==> src/rtl/mips_pkg.sv <==
// Shared types for the load path: load-op encoding, error codes, FSM states,
// plus helpers for alignment checking and byte-lane generation.
package mips_pkg;

  typedef enum logic [2:0] {
    OpLb  = 3'd0,
    OpLbu = 3'd1,
    OpLh  = 3'd2,
    OpLhu = 3'd3,
    OpLw  = 3'd4,
    OpLwl = 3'd5,
    OpLwr = 3'd6
  } load_op_e;

  localparam logic [1:0] ErrNone       = 2'd0;
  localparam logic [1:0] ErrMisaligned = 2'd1;
  localparam logic [1:0] ErrTimeout    = 2'd2;

  typedef enum logic [1:0] {
    StIdle = 2'd0,
    StBusy = 2'd1,
    StResp = 2'd2
  } load_state_e;

  // LWL/LWR are unaligned by design; only halfword and word loads can fault.
  function automatic logic is_misaligned(input logic [2:0] op, input logic [1:0] offset);
    unique case (op)
      OpLh, OpLhu: is_misaligned = offset[0];
      OpLw:        is_misaligned = (offset != 2'b00);
      default:     is_misaligned = 1'b0;
    endcase
  endfunction

  function automatic logic [3:0] lane_enable(input logic [2:0] op, input logic [1:0] offset);
    unique case (op)
      OpLb, OpLbu: lane_enable = 4'b0001 << offset;
      OpLh, OpLhu: lane_enable = 4'b0011 << offset;
      default:     lane_enable = 4'b1111;
    endcase
  endfunction

endpackage

==> src/rtl/load_align.sv <==
// Combinational load formatter: selects the addressed byte/half from a
// little-endian bus word, sign/zero extends it, or merges for LWL/LWR.
//   op     : load type (mips_pkg::load_op_e encoding)
//   offset : byte offset within the word (addr[1:0])
//   word   : raw bus read data
//   rt_old : current destination register value for LWL/LWR merge
//   data   : formatted writeback value
module load_align
  import mips_pkg::*;
(
  input  logic [2:0]  op,
  input  logic [1:0]  offset,
  input  logic [31:0] word,
  input  logic [31:0] rt_old,
  output logic [31:0] data
);

  logic [7:0]  byte_sel;
  logic [15:0] half_sel;

  assign byte_sel = word[8*offset +: 8];
  assign half_sel = offset[1] ? word[31:16] : word[15:0];

  always_comb begin
    data = word;
    case (op)
      OpLb:  data = {{24{byte_sel[7]}}, byte_sel};
      OpLbu: data = {24'h0, byte_sel};
      OpLh:  data = {{16{half_sel[15]}}, half_sel};
      OpLhu: data = {16'h0, half_sel};
      OpLw:  data = word;
      // LWL fills from the MSB end with the low bytes of the word.
      OpLwl: begin
        case (offset)
          2'd0:    data = {word[7:0],  rt_old[23:0]};
          2'd1:    data = {word[15:0], rt_old[15:0]};
          2'd2:    data = {word[23:0], rt_old[7:0]};
          default: data = word;
        endcase
      end
      // LWR fills from the LSB end with the high bytes of the word.
      OpLwr: begin
        case (offset)
          2'd0:    data = word;
          2'd1:    data = {rt_old[31:24], word[31:8]};
          2'd2:    data = {rt_old[31:16], word[31:16]};
          default: data = {rt_old[31:8],  word[31:24]};
        endcase
      end
      default: data = word;
    endcase
  end

endmodule

==> src/rtl/load_unit.sv <==
// Load unit: accepts one load at a time, issues a single word read on the
// Avalon-style bus, and returns a one-cycle writeback or error pulse.
//   clk, reset (sync, active-high)
//   req_*  : request handshake (valid/ready) with op, address, rt_old, dest
//   mem_*  : word-aligned bus read with byteenable and waitrequest stall
//   wb_*   : one-cycle writeback pulse; data/dest hold between pulses
//   err_*  : one-cycle error pulse (1 misaligned, 2 bus timeout)
module load_unit
  import mips_pkg::*;
#(
  parameter int unsigned MAX_WAIT = 255
) (
  input  logic        clk,
  input  logic        reset,
  input  logic        req_valid,
  output logic        req_ready,
  input  logic [2:0]  req_op,
  input  logic [31:0] req_addr,
  input  logic [31:0] req_rt_old,
  input  logic [4:0]  req_dest,
  output logic [31:0] mem_address,
  output logic        mem_read,
  output logic [3:0]  mem_byteenable,
  input  logic        mem_waitrequest,
  input  logic [31:0] mem_readdata,
  output logic        wb_valid,
  output logic [4:0]  wb_dest,
  output logic [31:0] wb_data,
  output logic [1:0]  wb_regwrite,
  output logic        err_valid,
  output logic [1:0]  err_code
);

  // Counter only needs to reach MAX_WAIT-1; the last stalled edge times out.
  localparam int unsigned CntW = (MAX_WAIT <= 2) ? 1 : $clog2(MAX_WAIT);
  localparam logic [CntW-1:0] CntLast = CntW'(MAX_WAIT - 1);

  load_state_e state_q, state_d;
  logic [2:0]      op_q, op_d;
  logic [1:0]      off_q, off_d;
  logic [31:0]     rt_old_q, rt_old_d;
  logic [4:0]      dest_q, dest_d;
  logic [CntW-1:0] cnt_q, cnt_d;
  logic [31:0]     mem_address_q, mem_address_d;
  logic            mem_read_q, mem_read_d;
  logic [3:0]      mem_be_q, mem_be_d;
  logic            wb_valid_q, wb_valid_d;
  logic [4:0]      wb_dest_q, wb_dest_d;
  logic [31:0]     wb_data_q, wb_data_d;
  logic [1:0]      wb_regwrite_q, wb_regwrite_d;
  logic            err_valid_q, err_valid_d;
  logic [1:0]      err_code_q, err_code_d;
  logic [31:0]     align_data;

  load_align u_align (
    .op     (op_q),
    .offset (off_q),
    .word   (mem_readdata),
    .rt_old (rt_old_q),
    .data   (align_data)
  );

  always_comb begin
    state_d       = state_q;
    op_d          = op_q;
    off_d         = off_q;
    rt_old_d      = rt_old_q;
    dest_d        = dest_q;
    cnt_d         = cnt_q;
    mem_address_d = mem_address_q;
    mem_read_d    = 1'b0;
    mem_be_d      = 4'b0000;
    wb_valid_d    = 1'b0;
    wb_dest_d     = wb_dest_q;
    wb_data_d     = wb_data_q;
    wb_regwrite_d = 2'b00;
    err_valid_d   = 1'b0;
    err_code_d    = ErrNone;

    unique case (state_q)
      StIdle: begin
        if (req_valid) begin
          op_d     = req_op;
          off_d    = req_addr[1:0];
          rt_old_d = req_rt_old;
          dest_d   = req_dest;
          cnt_d    = '0;
          if (is_misaligned(req_op, req_addr[1:0])) begin
            state_d     = StResp;
            err_valid_d = 1'b1;
            err_code_d  = ErrMisaligned;
          end else begin
            state_d       = StBusy;
            mem_address_d = {req_addr[31:2], 2'b00};
            mem_read_d    = 1'b1;
            mem_be_d      = lane_enable(req_op, req_addr[1:0]);
          end
        end
      end
      StBusy: begin
        if (!mem_waitrequest) begin
          state_d       = StResp;
          cnt_d         = '0;
          wb_valid_d    = 1'b1;
          wb_dest_d     = dest_q;
          wb_data_d     = align_data;
          wb_regwrite_d = (dest_q != 5'd0) ? 2'b11 : 2'b00;
        end else if (cnt_q == CntLast) begin
          state_d     = StResp;
          cnt_d       = '0;
          err_valid_d = 1'b1;
          err_code_d  = ErrTimeout;
        end else begin
          cnt_d      = cnt_q + CntW'(1);
          mem_read_d = 1'b1;
          mem_be_d   = mem_be_q;
        end
      end
      StResp: begin
        state_d = StIdle;
      end
      default: begin
        state_d = StIdle;
      end
    endcase
  end

  always_ff @(posedge clk) begin
    if (reset) begin
      state_q       <= StIdle;
      op_q          <= 3'd0;
      off_q         <= 2'd0;
      rt_old_q      <= 32'd0;
      dest_q        <= 5'd0;
      cnt_q         <= '0;
      mem_address_q <= 32'd0;
      mem_read_q    <= 1'b0;
      mem_be_q      <= 4'b0000;
      wb_valid_q    <= 1'b0;
      wb_dest_q     <= 5'd0;
      wb_data_q     <= 32'd0;
      wb_regwrite_q <= 2'b00;
      err_valid_q   <= 1'b0;
      err_code_q    <= ErrNone;
    end else begin
      state_q       <= state_d;
      op_q          <= op_d;
      off_q         <= off_d;
      rt_old_q      <= rt_old_d;
      dest_q        <= dest_d;
      cnt_q         <= cnt_d;
      mem_address_q <= mem_address_d;
      mem_read_q    <= mem_read_d;
      mem_be_q      <= mem_be_d;
      wb_valid_q    <= wb_valid_d;
      wb_dest_q     <= wb_dest_d;
      wb_data_q     <= wb_data_d;
      wb_regwrite_q <= wb_regwrite_d;
      err_valid_q   <= err_valid_d;
      err_code_q    <= err_code_d;
    end
  end

  assign req_ready      = (state_q == StIdle);
  assign mem_address    = mem_address_q;
  assign mem_read       = mem_read_q;
  assign mem_byteenable = mem_be_q;
  assign wb_valid       = wb_valid_q;
  assign wb_dest        = wb_dest_q;
  assign wb_data        = wb_data_q;
  assign wb_regwrite    = wb_regwrite_q;
  assign err_valid      = err_valid_q;
  assign err_code       = err_code_q;

endmodule

==> config.mk <==
export PLATFORM = sky130hd
export DESIGN_NAME = load_unit
export DESIGN_NICKNAME = d
export VERILOG_FILES = /design/src/rtl/mips_pkg.sv /design/src/rtl/load_align.sv /design/src/rtl/load_unit.sv
export SDC_FILE = /design/constraint.sdc
export NUM_CORES = 1
export LEC_CHECK = 0
export ABC_CLOCK_PERIOD_IN_PS = 2300
export BUFFER_PORTS_ARGS = -buffer_cell sky130_fd_sc_hd__buf_2
export CORE_MARGIN = 10
export CORE_UTILIZATION = 40
export DETAILED_ROUTE_END_ITERATION = 8
export GPL_ROUTABILITY_DRIVEN = 1
export SYNTH_ARGS = -nofsm -noshare
export SYNTH_HDL_FRONTEND = slang
export SYNTH_SLANG_ARGS = --single-unit
export TNS_END_PERCENT = 20
==> constraint.sdc <==
create_clock -name clk -period 2.3 [get_ports clk]
set_input_delay 0.115 -clock clk [delete_from_list [all_inputs] [get_ports clk]]
set_output_delay 0.115 -clock clk [all_outputs]
set_load 0.1 [all_outputs]
# Word level (Yosys, flattened, before mapping)
# Cells that the tools add are included.
# W data, S select, Z words.
# op_classes
add_sub_neg	1
mux	39
bitwise_logic	3
n_reduce_logical	16
shift	3
eq_ne	15
# op_table
op	n
$pmux W32 S3	2
$pmux W32 S6	1
$shiftx A32 B6 Y8	1
$mux W8	3
$mux W16	1
$mux W4	4
$pmux W4 S2	2
$pmux W8 S2	1
$mux W2	7
$mux W1	13
$eq A3 B2 Y1 const B	4
$eq A3 B3 Y1 const B	3
$add A8 B1 Y8 const B	1
$eq A8 B8 Y1 const B	1
$pmux W2 S2	2
$reduce_and A2 Y1	4
$eq A3 B1 Y1 const B	2
$logic_not A3 Y1	2
$pmux W1 S2	3
$reduce_or A2 Y1	3
$reduce_bool A5 Y1	1
$eq A2 B1 Y1 const B	2
$logic_not A2 Y1	2
$reduce_bool A2 Y1	2
8 further kinds	10
# totals
regBits	130
input_bits	108

# Longest topological paths before layout
# Gate-level depths: netlist of run 1.
# logic_depth
word_depth	8
mapped_depth	8
mapped_depth_nobuf	7

# Cells and area by module
# Synthesis of run 1 repeated with hierarchy kept, for this count alone.
# unflattened
cells_unflattened	847
area_unflattened_um2	6920.4
# by_module_without_submodules
mod	seq_area_each_um2	area_per_inst_um2	instances	cells_per_inst
load_unit	2582.5	4919.7	1	579
load_align	0.0	2000.7	1	268

# Worst setup path after synthesis of run 1
# Ideal clock, no wire load.
# synth_timing
path_type	reg2reg
startpoint	register state_q[1]
endpoint	register mem_address_q[26] (netlist: mem_address[26])
arrival_ns	2.894
path_slack_ns	-0.664
stages_incl_launch_ff	7
t_required_ns	2.229
synth_period_minus_slack_ns	2.964
cell_sequence	dfxtp_1 > nor2_1 > nand2_1 > nor2_1 > clkbuf_1 > nand2_1 > a21oi_1
# synth_between
elab_chain_len	2
# synth_lines
element	line_no	rtl
start: declaration	load_unit.sv:38	load_state_e state_q, state_d;
start signal: assignment	load_unit.sv:130	state_q <= StIdle;
start signal: assignment	load_unit.sv:146	state_q <= state_d;
$logic_not A2 Y1	--	
net req_ready	load_unit.sv:16	output logic req_ready,
$reduce_and A3 Y1 (no source line)	--	
end signal: assignment	load_unit.sv:152	mem_address_q <= mem_address_d;
end: declaration	load_unit.sv:44	logic [31:0] mem_address_q, mem_address_d;
# The timed path passes the listed nets, and every way through them passes these cells.
# A chain may end at the register's enable or synchronous reset.

# Final worst setup path of run 1
# layout_timing
startpoint	register off_q[1]
endpoint	register wb_data_q[10] (netlist: wb_data[10])
# layout_between
elab_chain_len	3
elab_cells_between_ends	8
classes_between	eq/ne: 2; shift: 1; mux: 4; reduce/logical: 1
# layout_lines
element	line_no	rtl
start: declaration	load_unit.sv:40	logic [1:0] off_q, off_d;
start signal: assignment	load_unit.sv:132	off_q <= 2'd0;
start signal: assignment	load_unit.sv:148	off_q <= off_d;
branches (longest 2 deep; another with $shiftx A32 B6 Y8)	--	
$pmux W32 S6 (*)	load_align.sv:26	case (op)
end signal: assignment	load_unit.sv:157	wb_data_q <= wb_data_d;
end: declaration	load_unit.sv:49	logic [31:0] wb_data_q, wb_data_d;
# Every way passes the cells marked *.

==> flow_summary.toml, run 1 <==
[cts]
htreeDepth = 4
cts_tree = "yes"
root_buffer = "clkbuf_16"
clock_tree.buffer_depth = 2
cts_resized = 0
clock_latency_ps = 420
cts_setup_buffers = 0
cts_made_buffers = 17
clk_pin_slew_ps = 60
clock_sinks = 129
hold_buffers = 70

[routing]
drt_wl_total_um = 24300
drtIter0Drc = 644
ant_nets = 0
drc_errors = 0
wl_per_cell_um = 18.6
vias = 7062
vias_per_cell = 5.42
drtPass1Iterations = 5

[critical_path]
crit_start = "off_q[1]"
r2r_setup_slack_ps = 340
critPathArrivalTime_ps = 2250
worstPathMaxFanout = 25
r2r_end = "wb_data[10]"
end_kind = "flop"
crit_required_ps = 2590
r2r-start = "off_q[1]"
critPathCapture = "wb_data[10]"
start_kind = "flop"
reg2reg_depth = 7
worstSetupPathType = "reg -> reg"

[place]
place.gp.congestion = 0.882
placed_cell_area_mm2 = 0.00785
dp_hpwl_um = 17000
port_buffers = 186

[yosys]
netlist_instances = 833
syn_area_mm2 = 0.00666
synth_edf_count = 0
ys_seq_area_share_pct = 38.8
syn_avg_cell_area_um2 = 8.00
synth_cell_types = 52
synth_ff_type = "dfxtp_1"
ys_seq_elements = 129
ys_warn_count = 0
async_flop_share_pct = 0
netlist.area_leader.share_pct = 38.8
ys_top_cells_by_area = "dfxtp_1, nand2_1, a21oi_1, mux2i_1, mux4_2"
yosysTopAreaCell = "dfxtp_1"

[die]
core_area_mm2 = 0.0165
start_util_pct = 40.5
dieWidth_um = 149
die-height_um = 149
rows = 47
num_io_pins = 189
die-area_mm2 = 0.0222

[sta]
worstMarginPinSlew_ps = 642
setup_viol = 0
fin_skew_ps = 8.25
hold_viol_final = 0
fin_crit_sh_pct = 85.4
rsz0062_at_grt = "no"
timing.fmax_ghz = 0.509
slew-limit-headroom_pct = 57.1
slew_viol_final = 0
tns_ps = 0
period_needed_ps = 1960

[finish]
seq_area_mm2 = 0.00258
drive_above_1_share_pct = 26.2
area_growth_pct = 37.5
nNetsFinal = 1180
antenna_cells = 0
fill_cells = 1571
multi_input_area_mm2 = 0.00377
final_area_mm2 = 0.00916

[global_route]
grt_pass1_wl_um = 38500
overflow = 0
grt_use_total_pct = 21.5
antenna_found_initial = 0
grt_pass1_vias = 6983
grt_start_max_net_pins = 46

[pwr]
cellLeakagePower_nw = 3.75
vdd_drop_max_mv = 0.531
power.density_mw_per_mm2 = 763

[hold_path]
hp-class = "in -> reg"
worstHoldStart = "req_addr[0]"

[run_status]
status = "complete, no violations"

[run]
drv_cap = 0
-- logic make-up after synthesis --
kind of cell	after synthesis	share of synthesized area, %
AO/OA/AOI/OAI	235	20.9
XOR/XNOR	7	0.920
adder cells (fa/ha/maj)	2	0.376
buffers and inverters	72	4.86
flip-flops	129	38.8
multiplexers	68	13.6
other	1	0.0563
AND/OR/NAND/NOR	319	20.5
-- worst max-delay path, stage by stage, from the launching register on --
cell	delay (ps)
dfxtp_2	380
buf_4	350
buf_4	350
mux4_2	330
nand2_1	80
o211ai_1	80
nor3_1	160
a211oi_1	70
-- metrics by stage --
stage / total power [mW] / setup WS, ps / util (%) / hold WS, ps / std cells
floorplan: 3.68 / 291 / - / 232 / 834
global placement: 4.10 / 404 / 47.7 / 355 / 1201
detailed placement: 4.11 / 358 / 47.7 / 361 / 1201
CTS: 7.01 / 340 / 55.6 / 15.5 / 1303
global route: 7.25 / 210 / 55.6 / 40.4 / 1303
finish: 6.99 / 336 / 55.6 / 17.2 / 1303
-- Yosys cell counts, types with 2 or more instances --
cell,n
o21ai_0,55
nand4_1,3
nand3_1,3
buf_4,8
nand2_1,201
nand2b_1,2
mux2_2,12
nand3b_1,8
mux4_2,17
ha_1,2
and2_1,2
o31a_1,7
nor3_1,17
a211oi_1,30
xnor2_1,4
buf_2,7
o221ai_1,7
dfxtp_1,129
o22ai_1,5
a21oi_1,106
nor3b_1,3
a31oi_1,4
nor2b_1,14
nor2_1,57
mux2i_1,39
clkbuf_1,51
o2bb2ai_1,4
buf_6,2
o211ai_1,7
inv_1,3
xor2_1,3
-- flip-flops by register name, indices dropped and copies added (netlist names), 2 cells and up --
register and count:
err_code 2, mem_byteenable 4, op_q 3, dest_q 5, rt_old_q 32, wb_dest 5, mem_address 30, state_q 2
cnt_q 8, off_q 2, wb_data 32
-- metal layers --
metal	vias to the layer above	wire [µm]	track usage [%]
li1	3405	-	-
met1	3300	10200	26.9
met2	310	10900	33.5
met3	47	2470	7.16
met4	0	675	8.68
met5	-	0	0
-- layout by cell type (no fill, tap or decap), drive strengths merged, types with 17 or more instances in the layout --
| master | instances |
|---|---|
| nor2 | 58 |
| o21ai | 57 |
| buf | 215 |
| mux4 | 17 |
| clkbuf | 23 |
| a21oi | 106 |
| mux2i | 39 |
| nand2 | 201 |
| nor3 | 17 |
| dlygate4sd3 | 70 |
| a211oi | 30 |
| dfxtp | 129 |
-- worst min path at each step --
stage | to | slack (ps) | cells after the start
global route | off_q[0] | 40 | 3
global placement | mem_address[24] | 360 | 3
CTS | off_q[0] | 20 | 3
floorplan | wb_valid | 230 | 1
finish | off_q[0] | 20 | 3
detailed placement | mem_address[16] | 360 | 3
-- where the power goes --
part / leakage, nW / switching (mW) / total (mW) / internal [mW]
registers: 1.05 / 0.102 / 2.47 / 2.36
clock network: 0.294 / 1.03 / 2.82 / 1.79
logic: 2.41 / 1.16 / 1.70 / 0.539
-- final cells by class --
class                   count  share of cell area, %
multi-input cells         633                   41.2
flip-flops and latches    129                   28.2
repair buffers            285                   20.8
clock buffers              23                   5.22
well taps                 220                   3.01
clock inverters             9                   1.41
inverters                   4                  0.164
Note: power is estimated with default switching activity, not from simulation.
==> run 2: changes to the inputs <==
Settings changed: ABC_AREA from default to 1, CORE_MARGIN 10 to default.
==> flow_summary.toml, run 2 <==
[yosys]
async_flop_share_pct = 0
ys_seq_elements = 129
ys_warn_count = 0
yosysTopAreaCell = "dfxtp_1"
yosys.area_share.adder_pct = 0.364
syn_avg_cell_area_um2 = 6.24
synth_commonest_cells = "nand2_1, nor2_1, o21ai_0, dfxtp_1, a21oi_1"
synth.mux.area_fraction_pct = 0
syn_area_mm2 = 0.00687
synth_xor_area_share_pct = 0.127
synth_cell_types = 30
ys_seq_area_share_pct = 37.6
ys_top_cells_by_area = "dfxtp_1, nand2_1, nor2_1, o21ai_0, a21oi_1"
synth_edf_count = 0
synth-simple-area-share_pct = 34.0
netlist.area_leader.share_pct = 37.6
synth_ff_type = "dfxtp_1"
netlist_instances = 1102
synth_top_family_by_area = "simple AND/OR/NAND/NOR gates"
synth.most_common_cell = "nand2_1"
synth_compound_area_share_pct = 19.3

[finish]
layout_common_cells = "nand2_1, nor2_1, buf_2, o21ai_0, dfxtp_1"
antenna_cells = 0
final_area_mm2 = 0.00933
area_growth_pct = 35.8
fill_cells = 1716
drive_above_1_share_pct = 19.5
nNetsFinal = 1444
final_common_cell = "nand2_1"

[pwr]
vdd_drop_max_mv = 0.524
cellLeakagePower_nw = 4.53
power.density_mw_per_mm2 = 814

[critical_path]
reg2reg_depth = 9
start_kind = "flop"
crit_required_ps = 2590
cp_slowest_cell = "dfxtp_2"
worstPathMaxFanout = 15
critPathArrivalTime_ps = 2290
end_kind = "flop"
worstSetupPathType = "reg -> reg"
crit_top_cell = "nand2_1"
path_cells = "inv_2 > nand2_1 > nand2_1 > nand2_1 > nand3b_1 > nand2_1 > buf_4 > o21ai_0 > a21oi_1"
slowest_delay_ps = 400

[place]
dp_hpwl_um = 16900
place.gp.congestion = 0.912
port_buffers = 186
placed_cell_area_mm2 = 0.00799

[cts]
clock_tree.buffer_depth = 2
cts_made_buffers = 17
cts_setup_buffers = 0
htreeDepth = 4
clk_pin_slew_ps = 60
cts_resized = 0
clock_sinks = 129
cts_tree = "yes"
clock_latency_ps = 430
root_buffer = "clkbuf_16"

[routing]
drc_errors = 0
vias = 8045
wl_per_cell_um = 15.4
drtPass1Iterations = 5
vias_per_cell = 5.13
ant_nets = 0
drt_wl_total_um = 24100
drtIter0Drc = 685

[die]
rows = 47
start_util_pct = 41.2
die-area_mm2 = 0.0177
num_io_pins = 189
die-height_um = 133
core_area_mm2 = 0.0167
dieWidth_um = 133

[global_route]
grt_pass1_vias = 7625
antenna_found_initial = 0
grt_use_total_pct = 27.6
grt_pass1_wl_um = 38400
grt_start_max_net_pins = 45
overflow = 0

[sta]
setup_viol = 0
slew-limit-headroom_pct = 62.2
worstMarginPinSlew_ps = 563
tns_ps = 0
fin_crit_sh_pct = 86.8
hold_viol_final = 0
slew_viol_final = 0
rsz0062_at_grt = "no"
timing.fmax_ghz = 0.501
fin_skew_ps = 17.0
period_needed_ps = 2000

[hold_path]
hold_depth = 3
hp-class = "in -> reg"

[run_status]
status = "complete, no violations"

[run]
drv_cap = 0
[run 2: cell types whose count changed after synthesis, sizes merged, moves of 17 or more]
| cell | delta |
|---|---|
| nor2 | +154 |
| nand3 | +96 |
| o21ai | +80 |
| inv | +66 |
| nand2 | +44 |
| mux2i | -39 |
| a211oi | -30 |
| buf | +23 |
| clkbuf | -20 |
| mux4 | -17 |
[run 2: layout make-up]
| class | count | area (µm²) | area share [%] |
|---|---|---|---|
| flip-flops and latches | 129 | 2580 | 27.7 |
| repair buffers | 283 | 1860 | 19.9 |
| clock inverters | 14 | 203 | 2.17 |
| inverters | 70 | 263 | 2.82 |
| multi-input cells | 833 | 3710 | 39.8 |
| well taps | 220 | 275 | 2.95 |
| clock buffers | 18 | 439 | 4.71 |
[run 2: cell families after synthesis]
logic type	after synthesis
buffers and inverters	141
AOI/OAI and AO/OA	257
adders and majority gates	2
xor gates and xnor gates	1
and+or+nand+nor	571
DFF	129
other	1
[run 2: metal layers]
| layer | global-route usage (%) | routed length, µm | part of all wire [%] | vias to the layer above |
|---|---|---|---|---|
| met4 | 15.7 | 1150 | 4.8 | 0 |
| met2 | 45.1 | 11100 | 46 | 309 |
| met3 | 5.21 | 1550 | 6.4 | 71 |
| li1 | - | - | - | 4048 |
| met5 | 0 | 0 | 0 | - |
| met1 | 34.1 | 10300 | 43 | 3617 |
[run 2: path summary, 6_finish.rpt]
kind,end,slack (ps),startpoint
max,wb_data[22],300,off_q[1]
min,op_q[0],30,req_op[0]
max reg2reg,wb_data[22],300,off_q[1]
min reg2reg,wb_data[9],460,wb_data[9]
[run 2: through the flow]
| step | power, mW | util [%] | setup slack (ps) | hold slack (ps) | cells |
|---|---|---|---|---|---|
| global route | 7.94 | 55.9 | 166 | 46.5 | 1567 |
| CTS | 7.63 | 55.9 | 351 | 21.0 | 1567 |
| floorplan | 4.07 | - | 829 | 250 | 1103 |
| finish | 7.59 | 55.9 | 303 | 30.5 | 1567 |
| detailed placement | 4.58 | 47.8 | 368 | 342 | 1465 |
| global placement | 4.58 | 47.8 | 427 | 336 | 1465 |
[run 2: critical path: cells and delay by family (launching register included)]
| family | cells | cell delay [ps] |
|---|---|---|
| AND/OR/NAND/NOR | 5 | 570 |
| AO/OA/AOI/OAI | 2 | 490 |
| buffers and inverters | 2 | 420 |
| flip-flops | 1 | 400 |
[run 2: timing repair]
| action | in CTS | in global routing |
|---|---|---|
| hold endpoints to repair | 70 | 0 |
| endpoints found under the setup margin | 0 | 0 |
| hold buffers | 70 | 0 |
[run 2: where the power goes]
group,internal (mW),leakage (nW),switching [mW],total [mW]
registers,2.41,1.06,0.130,2.54
logic,0.545,3.17,1.56,2.11
clock network,1.86,0.305,1.09,2.95
